--- src/rtl/comp_serie_pkg.sv ---
/******************************************************************************
 * Module  : comp_serie_pkg
 * Brief   : FSM state codes and counter-width helper for the serial comparator.
 * Rev     : 1.0 - initial release
 ******************************************************************************/
`default_nettype none

package comp_serie_pkg;

  localparam logic [1:0] S_IDLE = 2'd0;
  localparam logic [1:0] S_CMP  = 2'd1;
  localparam logic [1:0] S_DONE = 2'd2;

  // Bit counter must hold N-1 and stay at least one bit wide for N=1.
  function automatic int cnt_width(input int n);
    return (n <= 2) ? 1 : $clog2(n);
  endfunction

endpackage

`default_nettype wire

--- src/rtl/comp_serie_bit.sv ---
/******************************************************************************
 * Module  : comp_bit
 * Brief   : One-bit gate-level magnitude comparator cell.
 * Rev     : 1.0 - initial release
 ******************************************************************************/
`default_nettype none

module comp_bit (
  input  logic a,
  input  logic b,
  output logic M,
  output logic igual,
  output logic m
);

  assign M     = a & ~b;
  assign m     = ~a & b;
  assign igual = ~(M | m);

endmodule

`default_nettype wire

--- src/rtl/comp_serie.sv ---
/******************************************************************************
 * Module  : comp_serie
 * Brief   : Bit-serial MSB-first unsigned comparator; early exit on first
 *           differing bit, registered M/igual/m flags and a done pulse.
 * Rev     : 1.0 - initial release
 ******************************************************************************/
`default_nettype none

module comp_serie
  import comp_serie_pkg::*;
#(
  parameter int N = 4
) (
  input  logic         clk,
  input  logic         rst,
  input  logic         start,
  input  logic [N-1:0] a,
  input  logic [N-1:0] b,
  output logic         busy,
  output logic         done,
  output logic         M,
  output logic         igual,
  output logic         m
);

  localparam int CW = cnt_width(N);

  logic [1:0]    r_state;
  logic [1:0]    w_next;
  logic [N-1:0]  r_sa;
  logic [N-1:0]  r_sb;
  logic [CW-1:0] r_cnt;
  logic          r_gt;
  logic          r_eq;
  logic          r_lt;
  logic          w_gt;
  logic          w_eq;
  logic          w_lt;

  comp_bit u_comp_bit (
    .a     (r_sa[N-1]),
    .b     (r_sb[N-1]),
    .M     (w_gt),
    .igual (w_eq),
    .m     (w_lt)
  );

  always_ff @(posedge clk) begin
    if (rst) r_state <= S_IDLE;
    else     r_state <= w_next;
  end

  always_comb begin
    w_next = S_IDLE;
    case (r_state)
      S_IDLE: w_next = start ? S_CMP : S_IDLE;
      S_CMP:  w_next = (!w_eq || r_cnt == '0) ? S_DONE : S_CMP;
      S_DONE: w_next = S_IDLE;
      default: w_next = S_IDLE;
    endcase
  end

  always_comb begin
    busy = (r_state == S_CMP);
    done = (r_state == S_DONE);
  end

  // Datapath: operand shifters, bit counter and sticky result flags.
  always_ff @(posedge clk) begin
    if (rst) begin
      r_sa  <= '0;
      r_sb  <= '0;
      r_cnt <= '0;
      r_gt  <= 1'b0;
      r_eq  <= 1'b0;
      r_lt  <= 1'b0;
    end else begin
      case (r_state)
        S_IDLE: begin
          if (start) begin
            r_sa  <= a;
            r_sb  <= b;
            r_cnt <= CW'(N - 1);
            r_gt  <= 1'b0;
            r_eq  <= 1'b0;
            r_lt  <= 1'b0;
          end
        end
        S_CMP: begin
          if (w_gt) begin
            r_gt <= 1'b1;
          end else if (w_lt) begin
            r_lt <= 1'b1;
          end else if (w_eq && r_cnt == '0) begin
            r_eq <= 1'b1;
          end else begin
            r_sa  <= r_sa << 1;
            r_sb  <= r_sb << 1;
            r_cnt <= r_cnt - CW'(1);
          end
        end
        default: ;
      endcase
    end
  end

  assign M     = r_gt;
  assign igual = r_eq;
  assign m     = r_lt;

endmodule

`default_nettype wire

--- config.mk ---
export PLATFORM = sky130hd
export DESIGN_NAME = comp_serie
export DESIGN_NICKNAME = d
export VERILOG_FILES = /design/src/rtl/comp_serie_pkg.sv /design/src/rtl/comp_serie_bit.sv /design/src/rtl/comp_serie.sv
export SDC_FILE = /design/constraint.sdc
export NUM_CORES = 1
export LEC_CHECK = 0
export CAP_MARGIN = 20
export CORE_MARGIN = 4
export CORE_UTILIZATION = 30
export DETAILED_ROUTE_END_ITERATION = 7
export GPL_ROUTABILITY_DRIVEN = 1
export GPL_TIMING_DRIVEN = 0
export PLACE_DENSITY_LB_ADDON = 0.12
export SYNTH_ARGS = -nofsm -noshare
export SYNTH_HDL_FRONTEND = slang
export SYNTH_SLANG_ARGS = --single-unit
--- constraint.sdc ---
create_clock -name clk -period 1.98 [get_ports clk]
set_clock_uncertainty 0.15 [all_clocks]
set_input_delay 0.396 -clock clk [delete_from_list [all_inputs] [get_ports clk]]
set_output_delay 0.396 -clock clk [all_outputs]
set_load 0.1 [all_outputs]
=== After elaboration in Yosys (flattened, before gate mapping) ===
Index checks and enable logic that the tools add are counted.

* Input port bits: 11
* Bits in registers: 15
* Word-level logic and storage cells: 60
* Output and inout port bits: 5

* Bitwise operators: 6
* Add/subtract/negate cells: 1
* Reduce and logical (&&, ||, !) cells: 9
* Equal/unequal tests: 9
* Mux-type cells: 28

{| class="wikitable"
|+ Operator list
! kind !! count
|-
| $mux W4 || 8
|-
| $pmux W4 S2 || 2
|-
| $mux W2 || 5
|-
| $reduce_and A5 Y1 || 2
|-
| $mux W1 || 8
|-
| $ne A2 B2 Y1 const B || 4
|-
| $pmux W2 S2 || 2
|-
| $ne A2 B1 Y1 const B || 3
|-
| $pmux W1 S2 || 3
|-
| $logic_not A2 Y1 || 2
|-
| $reduce_and A4 Y1 || 1
|-
| $not A1 Y1 || 3
|-
| $reduce_and A3 Y1 || 1
|-
| $and A1 B1 Y1 || 2
|-
| $eq A2 B1 Y1 const B || 1
|-
| $eq A2 B2 Y1 const B || 1
|-
| $reduce_bool A2 Y1 || 1
|-
| $sub A2 B1 Y2 const B || 1
|-
| $logic_and A1 B1 Y1 || 1
|-
| $logic_or A1 B1 Y1 || 1
|-
| $or A1 B1 Y1 || 1
|}

=== Depth between registers and ports, before layout ===
Gate-level depths: netlist of the first run.

* Depth after elaboration: 9
* Gate-level depth with buffers: 7
* Depth with buffers taken out: 6

=== Hierarchy ===
A second synthesis of the first run with hierarchy kept.

* Cell total of the unflattened synthesis: 83
* Area total of the unflattened synthesis: 696.9 um^2

{| class="wikitable"
|+ Modules (own cells, without submodules)
! module !! instances !! seq. area each (um^2) !! cells an instance !! area an instance (um^2)
|-
| comp_serie || 1 || 300.3 || 79 || 664.4
|-
| comp_bit || 1 || 0.0 || 4 || 32.5
|}

=== Least setup slack after synthesis of the first run ===
OpenSTA, ideal clock, no wires.

* Path type: reg2reg
* From: register r_state[1]
* To: register r_gt (netlist: M)
* Data arrival time: 1.737 ns
* Setup time: 0.128 ns
* Data required time: 1.702 ns
* Period minus slack after synthesis: 2.015 ns
* Path buffers: 0
* Cell stages (with the launch flop): 5
* Setup slack: -0.035 ns
* Cells stage by stage: dfxtp_1 > or2b_1 > clkinv_1 > a22oi_1 > nor2_1

* Cells in the longest elaborated chain, start to end: 3
* Elaborated cells between the ends (all ways): 7
* Classes of those cells: eq/ne (3); mux (1); reduce/logical (3)

{| class="wikitable"
|+ Ends and longest elaborated chain
! item !! line !! RTL
|-
| from (decl) || comp_serie.sv:28 || <nowiki>logic [1:0] r_state;</nowiki>
|-
| from (signal assigned) || comp_serie.sv:50 || <nowiki>else r_state <= w_next;</nowiki>
|-
| $eq A2 B1 Y1 (*) || n/a ||
|-
| via busy || comp_serie.sv:19 || <nowiki>output logic busy,</nowiki>
|-
| $ne A2 B1 Y1 (no line) / $reduce_bool A2 Y1 (equally long branches) || n/a ||
|-
| $reduce_and A3 Y1 (no line) || n/a ||
|-
| to (signal assigned) || comp_serie.sv:74 || <nowiki>r_gt <= 1'b0;</nowiki>
|-
| to (signal assigned) || comp_serie.sv:84 || <nowiki>r_gt <= 1'b0;</nowiki>
|-
| to (signal assigned) || comp_serie.sv:91 || <nowiki>r_gt <= 1'b1;</nowiki>
|-
| to (decl) || comp_serie.sv:33 || <nowiki>logic r_gt;</nowiki>
|}

The timed path passes the listed nets; every way through them passes the cells marked *.
A chain may end at the register's enable or synchronous reset.

=== Final worst setup path of the first run ===
* From: register r_state[0]
* To: output busy

* Cells in the longest elaborated chain, start to end: 1

{| class="wikitable"
|+ Ends and longest elaborated chain
! item !! line !! RTL
|-
| $eq A2 B1 Y1 || comp_serie.sv:64 || <nowiki>busy = (r_state == S_CMP);</nowiki>
|-
| to (decl) || comp_serie.sv:19 ||
|}

Every way passes these cells.

==> results.py, run 1 <==
metrics = {
    "floorplanning": {
        "fp-row-count": 17,
        "die_area_um2": 3200,
        "start_util": 0.317,
        "design.core.area_um2": 2230,
        "die_w_um": 56.6,
        "io_pins": 16,
        "die_y_um": 56.6,
    },
    "critical_path": {
        "r2r_end": "r_sb[3]",
        "reg2reg_slack_ps": 100,
        "end_kind": "primary output",
        "ff2ff_path_depth": 7,
        "critPathRequiredTime_ps": 1430,
        "worstSetupPathType": "reg2out",
        "cp.arrival_ps": 1350,
        "crit_fanout": 9,
        "crit_path_start_kind": "flip-flop",
        "reg2reg_from": "r_sb[3]",
    },
    "power": {
        "p_clk_frac": 0.181,
        "combPwrFrac": 0.411,
        "p_switching_uw": 333,
        "p_leak_uw": 0.000388,
        "p_seq_frac": 0.408,
        "peakVddDrop_v": 0.000483,
        "p_total_uw": 936,
        "internal-power_uw": 603,
        "power_density_nw_per_um2": 941,
        "power.share.switching": 0.356,
    },
    "min_path": {
        "min_to": "r_cnt[0]",
        "holdPathStages": 1,
        "hold_path.class": "reg2reg",
        "min_from": "r_cnt[0]",
    },
    "synth": {
        "ys_seq_area_frac": 0.424,
        "synth_compound_area_frac": 0.203,
        "synth_fp_nets": 97,
        "synthFlopType": "dfxtp_1",
        "netlist_instances": 83,
        "synth_adder_area_share": 0.0530,
        "synth_mux_area_frac": 0,
        "avgSynthCellArea_um2": 8.53,
        "async_flop_share": 0,
        "synth_xor_area_frac": 0,
        "synth_edf_count": 0,
        "synthSimpleGateAreaFrac": 0.267,
        "synth_seq_cells": 15,
        "synth_top_family_by_area": "simple AND/OR/NAND/NOR gates",
        "yosys_warnings": 0,
        "ys_types": 25,
        "synthesis.area_um2": 708,
    },
    "drt": {
        "vias": 646,
        "drtPass1Iterations": 4,
        "wl_um": 1550,
        "avgViaCountPerCell": 4.82,
        "detail-route-antenna-nets": 0,
        "wl_per_cell_um": 11.5,
        "drc": 0,
        "drtIter0Drc": 15,
    },
    "clock_network": {
        "cts_tree": "yes",
        "clkSinkCount": 15,
        "root_buffer": "clkbuf_4",
        "clockBufferDepth": 2,
        "cts_buffers": 3,
        "h-tree-depth": 1,
        "clk_pin_slew_ps": 80,
        "insertion_delay_ps": 280,
    },
    "final_layout": {
        "stdcell_count": 134,
        "fin_nets": 121,
        "mostFrequentLayoutCells": "nand2_1 (14), dfxtp_1 (11), nor2_1 (11), clkdlybuf4s50_1 (10)",
        "layout-drive-gt1-share": 0.245,
        "fin_util": 0.445,
        "n_antenna_cell": 0,
        "area_growth_pct": 40.5,
        "layout_commonest_cell": "nand2_1",
    },
    "run": {
        "maxCapViolations": 0,
    },
    "global_route": {
        "grt_pass1_vias": 617,
        "grt_max_degree": 11,
        "grt-ovfl-total": 0,
        "grt_pass1_wl_um": 2790,
        "grt_util_all_layers": 0.111,
        "antenna_found_initial": 0,
    },
    "place": {
        "gp_congestion": 0.738,
        "dp.cells": 126,
        "port_buffers": 15,
        "hpwlAfterDp_um": 1160,
    },
    "sta": {
        "tns_ps": 0,
        "rsz0062_at_grt": "no",
        "setup_viol": 0,
        "finalMaxSlewViolations": 0,
        "whs_ps": 292,
        "hold_viol": 0,
        "max-slew-margin-rel": 0.638,
        "finalCritPeriodShare": 0.959,
        "finalCriticalPeriod_ps": 1900,
        "fmax_mhz": 526,
        "worstMarginPinSlew_ps": 545,
    },
    "run_status": {
        "status": "completed",
    },
}
## cells by family (layout without fill, tap and decap cells)
group           count (synthesis)  after routing
flops                          15             15
fa+ha+maj                       3              3
buf+inv                         8             31
simple gates                   39             39
compound gates                 18             18
## Yosys cell counts, types with 2 or more instances
master / n / area, um^2
a21oi_1: 6 / 30.0
ha_1: 3 / 37.5
clkbuf_1: 2 / 7.51
nand2_1: 14 / 52.6
a211oi_1: 2 / 15.0
a311oi_1: 6 / 52.6
nor3_1: 3 / 15.0
nor2_1: 11 / 41.3
dfxtp_1: 15 / 300
inv_1: 4 / 15.0
nand2b_1: 2 / 12.5
nand3_1: 2 / 10.0
## stage by stage
step	instance area [um^2]	setup WS, ps
floorplan	709	123
global placement	895	-591
detailed placement	895	-601
CTS	963	3.78
global route	995	2.95
finish	995	80.3
## sequential cells by signal, summed over array words and instances (netlist names)
register / flops
r_state: 2
r_sb: 4
igual: 1
M: 1
m: 1
r_sa: 4
r_cnt: 2
## per-layer routing
layer,share of wire,GRT usage,vias to the layer above
li1,-,-,336
met1,0.48,0.139,293
met2,0.46,0.172,15
met3,0.048,0.0299,2
met4,0.0084,0.0610,0
met5,0,0,-
## layout make-up
type / instances / area, um^2
flip-flops and latches: 15 / 305
clock buffers: 4 / 26.3
repair buffers: 19 / 196
plain buffers: 3 / 18.8
well taps: 28 / 35.0
multi-input cells: 60 / 393
inverters: 5 / 20.0
fillers: 230 / 1240
## power groups by stage
| stage | Clock, uW | Combinational (uW) | Sequential (uW) |
|---|---|---|---|
| 2_1_floorplan | 0 | 215 | 409 |
| 3_3_place_gp | 0 | 324 | 381 |
| 3_5_place_dp | 0 | 323 | 384 |
| 4_1_cts | 179 | 360 | 378 |
| 5_1_grt | 194 | 422 | 391 |
| 6_report | 170 | 384 | 382 |
## worst max path at each step
| stage | slack, ps | start | cells past startpoint | to |
|---|---|---|---|---|
| final | 80 | r_state[0] | 3 | busy |
| after global routing | 3 | r_state[0] | 3 | busy |
| after CTS | 4 | r_state[1] | 2 | done |
| after detailed placement | -600 | r_state[0] | 3 | busy |
| after global placement | -590 | r_state[0] | 3 | busy |
| after floorplan | 120 | r_sb[3] | 7 | r_cnt[0] |
## worst max-delay path, stage by stage, from the launching register on
cell      delay (ps)
dfxtp_2          400
or2b_1           290
clkinv_2         140
buf_6            240
## what timing repair did
item	4_1_cts	5_1_grt
hold buffers	0	0
buffers inserted	3	1
resized for setup	22	8
setup endpoints to repair	13	11
pin swaps	2	5
cloned	0	0
(Power assumes the default switching activity.)
==> run 2, diff against run 1 <==
--- a/config.mk
+++ b/config.mk
@@ -6,6 +6,7 @@
 export NUM_CORES = 1
 export LEC_CHECK = 0
 export CAP_MARGIN = 20
+export CORE_ASPECT_RATIO = 1.1
 export CORE_MARGIN = 4
 export CORE_UTILIZATION = 30
 export DETAILED_ROUTE_END_ITERATION = 7
==> results.py, run 2 (synthesis gave the netlist of run 1 again) <==
metrics = {
    "drt": {
        "vias": 637,
        "detail-route-antenna-nets": 0,
        "wl_um": 1510,
        "avgViaCountPerCell": 4.68,
        "drtIter0Drc": 5,
        "wl_per_cell_um": 11.1,
        "drc": 0,
        "drtPass1Iterations": 2,
    },
    "final_layout": {
        "layout_commonest_cell": "nand2_1",
        "fin_nets": 121,
        "n_antenna_cell": 0,
        "layout-drive-gt1-share": 0.226,
        "top_regs": "r_sa: 4 flops, r_sb: 4 flops",
        "stdcell_count": 136,
        "area_growth_pct": 39.9,
        "fin_area_um2": 991,
        "fill_cells": 235,
        "mostFrequentLayoutCells": "nand2_1 (14), dfxtp_1 (12), nor2_1 (11), clkdlybuf4s50_1 (10)",
    },
    "critical_path": {
        "reg2reg_slack_ps": 170,
        "cpPeakStageDelay_ps": 400,
        "worstSetupPathType": "reg2out",
        "end_kind": "primary output",
        "cp.arrival_ps": 1320,
        "critPathRequiredTime_ps": 1430,
        "crit_chain": "or2b_1 > clkinv_2 > buf_8",
        "reg2reg_from": "r_cnt[0]",
        "crit_path_start_kind": "flip-flop",
        "crit_slowest_cell": "dfxtp_4",
        "worst-path-buf-inv": 2,
        "ff2ff_path_depth": 7,
        "crit_start": "r_state[0]",
        "crit_fanout": 9,
        "crit_family": "flip-flops",
        "r2r_end": "r_sb[3]",
    },
    "floorplanning": {
        "design.core.area_um2": 2250,
        "io_pins": 16,
        "die_y_um": 59.0,
        "die_area_um2": 3200,
        "die_w_um": 54.3,
        "start_util": 0.314,
        "fp-row-count": 18,
    },
    "sta": {
        "worstMarginPinSlew_ps": 545,
        "fmax_mhz": 534,
        "tns_ps": 0,
        "setup_ws_ps": 109,
        "rsz0062_at_grt": "no",
        "max-slew-margin-rel": 0.638,
        "finalCriticalPeriod_ps": 1870,
        "finalCritPeriodShare": 0.945,
        "hold_viol": 0,
        "finalMaxSlewViolations": 0,
        "setup_viol": 0,
    },
    "clock_network": {
        "cts_tree": "yes",
        "insertion_delay_ps": 280,
        "clk_pin_slew_ps": 90,
        "clockBufferDepth": 2,
        "root_buffer": "clkbuf_4",
        "cts_buffers": 3,
        "h-tree-depth": 1,
        "clkSinkCount": 15,
    },
    "power": {
        "p_total_uw": 932,
        "power_density_nw_per_um2": 940,
        "peakVddDrop_v": 0.000381,
        "p_leak_uw": 0.000389,
    },
    "place": {
        "gp_congestion": 0.704,
        "place_area_um2": 897,
        "port_buffers": 15,
        "dp.cells": 128,
        "hpwlAfterDp_um": 1050,
        "pre_cts_ws_ps": -602,
    },
    "min_path": {
        "min_to": "r_sb[3]",
        "holdPathStages": 2,
        "min_from": "r_sb[2]",
        "hold_path.class": "reg2reg",
    },
    "global_route": {
        "grt-ovfl-total": 0,
        "grt_pass1_wl_um": 2530,
        "antenna_found_initial": 0,
        "grt_util_all_layers": 0.109,
        "grt_max_degree": 11,
        "grt_pass1_vias": 585,
    },
    "run": {
        "maxCapViolations": 0,
    },
    "run_status": {
        "status": "completed",
    },
}
-- run 2: worst max-delay path by stage --
| stage | endpoint | slack [ps] | cells after the start |
|---|---|---|---|
| floorplan | r_cnt[0] | 120 | 7 |
| global placement | busy | -600 | 3 |
| detailed placement | busy | -600 | 3 |
| CTS | r_sa[3] | 5 | 7 |
| global route | busy | 4 | 3 |
| finish | busy | 110 | 3 |
-- run 2: area by class of cell --
type,count,area (um^2),area share
multi-input cells,60,393,0.396
flip-flops and latches,15,307,0.309
repair buffers,19,188,0.189
well taps,30,37.5,0.0379
clock buffers,3,22.5,0.0227
inverters,5,20.0,0.0202
plain buffers,3,18.8,0.0189
clock inverters,1,5.00,0.00505
-- run 2: layer usage --
layer / global-route usage / vias up / share of wire
met2: 0.169 / 12 / 0.46
met1: 0.136 / 288 / 0.48
li1: - / 335 / -
met4: 0.0534 / 0 / 0.0099
met3: 0.0304 / 2 / 0.049
met5: 0 / - / 0
-- run 2: tightest hold or removal path: cells and delay by family (launching register included) --
kind,cells,cell delay [ps]
AOI/OAI and AO/OA,1,70
DFF,1,320
and+or+nand+nor,1,50
-- run 2: where the power goes --
part | internal, uW | switching, uW
Combinational | 172 | 206
Clock | 74.9 | 98.5
Sequential | 348 | 31.8
-- run 2: timing repair --
action / 4_1_cts / 5_1_grt
hold buffers: 0 / 0
endpoints found under the setup margin: 11 / 11
pin swaps: 1 / 5
buffers inserted: 2 / 2
gates resized for setup: 22 / 8
-- run 2: metrics by stage --
step,utilization,hold slack [ps]
after detailed placement,0.398,303
after global placement,0.398,300
final,0.440,321
after global routing,0.440,356
after CTS,0.418,328
after floorplan,-,287
==> run 3, diff against run 2 <==
--- a/config.mk
+++ b/config.mk
@@ -5,6 +5,7 @@
 export SDC_FILE = /design/constraint.sdc
 export NUM_CORES = 1
 export LEC_CHECK = 0
+export ABC_CLOCK_PERIOD_IN_PS = 1980
 export CAP_MARGIN = 20
 export CORE_ASPECT_RATIO = 1.1
 export CORE_MARGIN = 4
==> results of run 3 <==
Same layout as run 2: the final DEF is identical, and so are final timing and power.
==> edit 1, RTL diff (flow settings as in run 2) <==
Change the parameter `N` from 4 to 2.
--- a/src/rtl/comp_serie.sv
+++ b/src/rtl/comp_serie.sv
@@ -11,3 +11,3 @@
 #(
-  parameter int N = 4
+  parameter int N = 2
 ) (
Interface: changed (resized a and b); port bits go from 16 to 12. No check against the original RTL was run, so the function may have changed too.
==> edit 1 against run 2 <==
  * Worst setup slack got worse by 0.031 ns
  * Combinational power decreased by 41%
  * First-iteration DRC count decreased by 60%
  * Critical path type is now reg2reg
  * Cell area decreased by 27%
  * Wire length decreased by 33%
  * Sequential cell count decreased by 5
  * Power decreased by 35%
  * Sequential power decreased by 35%
  * Non-clock buffer count decreased by 7
  * Synthesized area decreased by 28%
  * Via count decreased by 34%
  * Clock power decreased by 23%
  * Global-route usage decreased by 1.5 points
==> edit 1: results (changes against run 2) <==
- Iteration count of the initial detailed-routing pass: 4 (+2)
- The run finished with clean final reports.
* Number of inserted filler cells in the final layout: 163 (-31%)
- The maximum net fanout on the critical path is 6 (-3).
- The signal arrival time at the worst endpoint was 1.88 ns (+0.56 ns).
- The cell count after placement is 83 (-35%).
- Initial detailed-routing violation count: 2 (-3)
* Biggest registers after layout: r_sa: 2 flops, r_sb: 2 flops, r_state: 2 flops
- The port buffer count is 10 (-5).
- The distinct cell type count after synthesis was 21 (-16%).
- The number of nets produced by synthesis is 65 (-33%).
- Vias per Instance: 4.84 (+3.3%)
* Post-placement cell area: 638 µm² (-29%)
- The part of the Yosys area used for sequential elements is 0.393 (-0.0309).
- The routability congestion estimate is 0.697 (-1.1%).
- Number of global-route vias before repair: 389 (-34%)
* Cell types with the largest area share after synthesis: dfxtp_1, a21oi_1, nand2b_1
* Remaining max-slew budget at the tightest pin: 0.642 (+0.00364)
* Post-placement setup slack: -0.704 ns (-0.102 ns)
- The largest vdd supply drop came to 0.381 mV (-0.15%).
* GRT Resource Usage Total: 0.0942 (-0.0148)
* Clock Latency Late Sink: 0.25 ns (-0.03 ns)
- The register cell area after layout is 209 µm² (-32%).
* Nets: 81 (-33%)
* Clock transition at path regs: 0.06 ns (-0.03 ns)
- Via count of the routed design: 421 (-34%)
* Leakage power: 0.279 nW (-28%)
- Routed WL per cell: 11.6 µm (+4.4%)
- List of most frequent post-synthesis cells: dfxtp_1, a21oi_1, nand2b_1
edit 1: cell type report:
cell class	instances	share of cell area
Multi-Input combinational cell	39	0.447
Sequential cell	10	0.288
Timing Repair Buffer	12	0.161
Clock buffer	3	0.0311
Tap cell	17	0.0294
Buffer	3	0.0276
Inverter	3	0.0155
edit 1: path summary, 6_finish.rpt:
path                                           start              endpoint  slack [ns]
worst min register to register  r_sa[0]$_SDFFE_PP0P_  r_sa[0]$_SDFFE_PP0P_        0.32
worst max-delay path            r_sa[1]$_SDFFE_PP0P_  r_sb[0]$_SDFFE_PP0P_        0.08
worst max register to register  r_sa[1]$_SDFFE_PP0P_  r_sb[0]$_SDFFE_PP0P_        0.08
worst min-delay path            r_sa[0]$_SDFFE_PP0P_  r_sa[0]$_SDFFE_PP0P_        0.32
edit 1: power by group:
group,internal [mW],switching [mW]
clock network,0.0700,0.0637
registers,0.224,0.0234
logic,0.0973,0.125
total,0.391,0.212
edit 1: cells by family after synthesis:
family / count (synthesis) / synth area share
AOI/OAI and AO/OA: 14 / 0.219
adders and majority gates: 2 / 0.0491
buffers and inverters: 7 / 0.0663
DFF: 10 / 0.393
muxes: 2 / 0.0393
and+or+nand+nor: 21 / 0.233
edit 1: routing by layer:
layer  up-vias  routed length (µm)  global-route usage
met5         -                   0                   0
met4         0                   0              0.0415
met3         0                  58              0.0317
met2         9                 469               0.123
met1       188                 480               0.136
li1        224                   -                   -
edit 1: what timing repair did:
action,in CTS,in global routing
hold endpoints to repair,0,0
pin swaps,1,7
setup buffers,2,0
endpoints found under the setup margin,10,8
gates resized for setup,19,19
edit 1: critical path: stages (launching register included):
cell	delay, ns
dfxtp_4	0.37
inv_2	0.05
ha_4	0.15
or3b_4	0.41
a221oi_4	0.33
buf_6	0.16
nand2b_4	0.12
a21oi_2	0.05
==> edit 2, RTL diff (settings of run 2) <==
Made on the original files. Reset style: asynchronous (`rst`), changed in 2 clocked blocks.
--- a/src/rtl/comp_serie.sv
+++ b/src/rtl/comp_serie.sv
@@ -47,3 +47,3 @@
 
-  always_ff @(posedge clk) begin
+  always_ff @(posedge clk or posedge rst) begin
     if (rst) r_state <= S_IDLE;
@@ -68,3 +68,3 @@
   // Datapath: operand shifters, bit counter and sticky result flags.
-  always_ff @(posedge clk) begin
+  always_ff @(posedge clk or posedge rst) begin
     if (rst) begin
Formal check against the unedited RTL: differs if rst is asserted again (counterexample within 4 cycles, from zero or initial values and one cycle with rst high); with rst held inactive, the same outputs for 10 cycles.
==> edit 2 against run 2 <==
  * The run now ends with negative setup slack left
  * Utilization about the same
  * Wire length up 0.73%
  * Register-to-register slack worse by 0.29 ns
  * Non-clock buffer count up 3
  * First-iteration DRC count up 120%
  * Cell area up 12%
  * Sequential cell count unchanged
  * Synthesized area up 13%
  * Fmax down 11%
  * Worst setup slack worse by 0.23 ns
  * Count of clock-buffer cells in the layout unchanged
Power is not compared: it rests on default switching activity, and its combinational part moved more than twofold at a synthesized area within 25%.
==> edit 2: results (changes against run 2) <==
- The proportion of layout cells with a drive suffix above 1 was 0.385 (+0.159).
- The aggregate routed wire length came to 1.52 mm (+0.73%).
* Nets: 111 (-8.3%)
- The number of non-clock buffers in the layout was 25 (+14%).
- Sorting the synthesized cells by how often they occur yields dfrtp_1, inv_1, mux2i_1.
- The setup slack after layout was -0.125 ns (-0.234 ns).
- Status: finished, violations left
* Share of the final layout cell area in sequential cells: 0.339 (+0.0293)
- Most used DFF post-synth: dfrtp_1
- Inverter count of the layout excluding clock inverters: 9 (+4)
- Number of standard cells in the layout, taps in and fillers out: 127 (-6.6%)
- The first-pass iteration count of the detailed router is 4 (+2).
- The part of the Yosys area used for sequential elements came to 0.470 (+0.0462).
* Post-synthesis area per instance: 11.4 µm² (+34%)
- The count of endpoints failing setup in the final report came to 9 (+9).
- The number of vias per cell was 4.58 (-2.2%).
* Cell types with the largest area share after synthesis: dfrtp_1, mux2i_1, mux2_4
- The distinct cell type count after synthesis was 19 (-24%).
- Critical register-to-register path endpoint: r_sb[2]$_DFFE_PP0P_
- Among all stages on the critical path, the largest delay is contributed by or4b_4.
- The worst register-to-register path begins at r_sa[3]$_DFFE_PP0P_.
- The transition time at the pin with the least slew margin came to 0.589 ns (+0.0436 ns).
- Number of inserted filler cells in the final layout: 261 (+11%)
- Post-synthesis net count: 84 (-13%)
* Number of global-route vias before repair: 625 (+6.8%)
- Delay of the slowest critical-path stage: 0.54 ns (+0.14 ns)
- Final HPWL from detailed placement: 1.02 mm (-3.0%)
- The signal arrival time at the worst endpoint came to 2.12 ns (+0.80 ns).
- The area of the multi-input gates came to 380 µm² (-3.2%).
- Cell count after placement: 116 (-9.4%)
- The total global routing track utilization was 0.100 (-0.00905).
- The depth of the worst register-to-register path came to 6 (-1).
- The checks that failed: negative setup slack.
- The fraction of area in non-clock buffers is 0.225 (+0.0163).
- The tightest min-delay check is of the in2async type.
* Portion of the layout cell area used by clock cells: 0.0248 (-0.00295)
- Wire length of the first global-routing pass: 2.77 mm (+9.5%)
* Kind of cell adding the most delay to the critical path: simple AND/OR/NAND/NOR gates
* CP max FO: 5 (-4)
- Share of synthesized flip-flops with an asynchronous set or reset: 1.00 (+1.00)
edit 2: cell count changes after synthesis, sizes merged, moves of 3 or more:
cell and change:
a311oi -6, dfrtp +15, dfxtp -15, inv +5
mux2 +9, mux2i +8, nand2 -10, nand2b -3
nor2 -4, nor3 -3
edit 2: how the worst max path moves through the flow:
stage                          from             endpoint  slack [ns]  cells after the start
3_5_place_dp   r_state[0]$_DFF_PP0_                 busy       -0.69                      5
6_report        r_sa[3]$_DFFE_PP0P_  r_sb[2]$_DFFE_PP0P_       -0.12                      6
3_3_place_gp   r_state[0]$_DFF_PP0_                 busy       -0.70                      5
4_1_cts         r_sb[3]$_DFFE_PP0P_  r_sb[2]$_DFFE_PP0P_       -0.12                      6
2_1_floorplan  r_state[0]$_DFF_PP0_  r_sa[2]$_DFFE_PP0P_       -0.26                      6
5_1_grt         r_sa[3]$_DFFE_PP0P_  r_sb[1]$_DFFE_PP0P_       -0.19                      6
edit 2: what timing repair did:
action	4_1_cts	5_1_grt
cloned	1	0
resized for setup	31	1
setup endpoints to repair	15	11
buffers inserted	4	2
endpoints found under the hold margin	0	0
pin swaps	2	2
edit 2: cells by family (layout without fill, tap and decap cells):
group	count (synthesis)	after routing	synth area share
multiplexers	17	17	0.251
AND/OR/NAND/NOR	16	16	0.100
flip-flops	15	15	0.470
buffers and inverters	12	38	0.0768
AO/OA/AOI/OAI	7	7	0.0549
adder cells (fa/ha/maj)	3	3	0.0470
edit 2: routing by layer:
metal  routed length (µm)  up-vias  part of all wire  GRT usage
met5                    0        -                 0          0
met4                   36        0             0.024     0.0812
met3                   99        4             0.065     0.0269
met2                  713       15              0.47      0.144
met1                  672      277              0.44      0.122
li1                     -      286                 -          -
edit 2: metrics by stage:
| stage | power, mW | cell area (µm²) | setup slack [ns] | utilization | hold slack (ns) |
|---|---|---|---|---|---|
| 2_1_floorplan | 1.48 | 807 | -0.258 | - | 0.147 |
| 3_3_place_gp | 1.70 | 996 | -0.700 | 0.395 | 0.329 |
| 3_5_place_dp | 1.71 | 996 | -0.695 | 0.395 | 0.336 |
| 4_1_cts | 2.08 | 1090 | -0.123 | 0.434 | 0.331 |
| 5_1_grt | 2.25 | 1110 | -0.191 | 0.440 | 0.371 |
| 6_report | 2.09 | 1110 | -0.125 | 0.440 | 0.311 |
edit 2: power by group through the flow:
stage / clock (mW) / sequential [mW] / combinational [mW]
floorplan: 0 / 0.691 / 0.791
global placement: 0 / 0.533 / 1.17
detailed placement: 0 / 0.537 / 1.17
CTS: 0.190 / 0.535 / 1.36
global route: 0.200 / 0.555 / 1.50
finish: 0.178 / 0.532 / 1.38
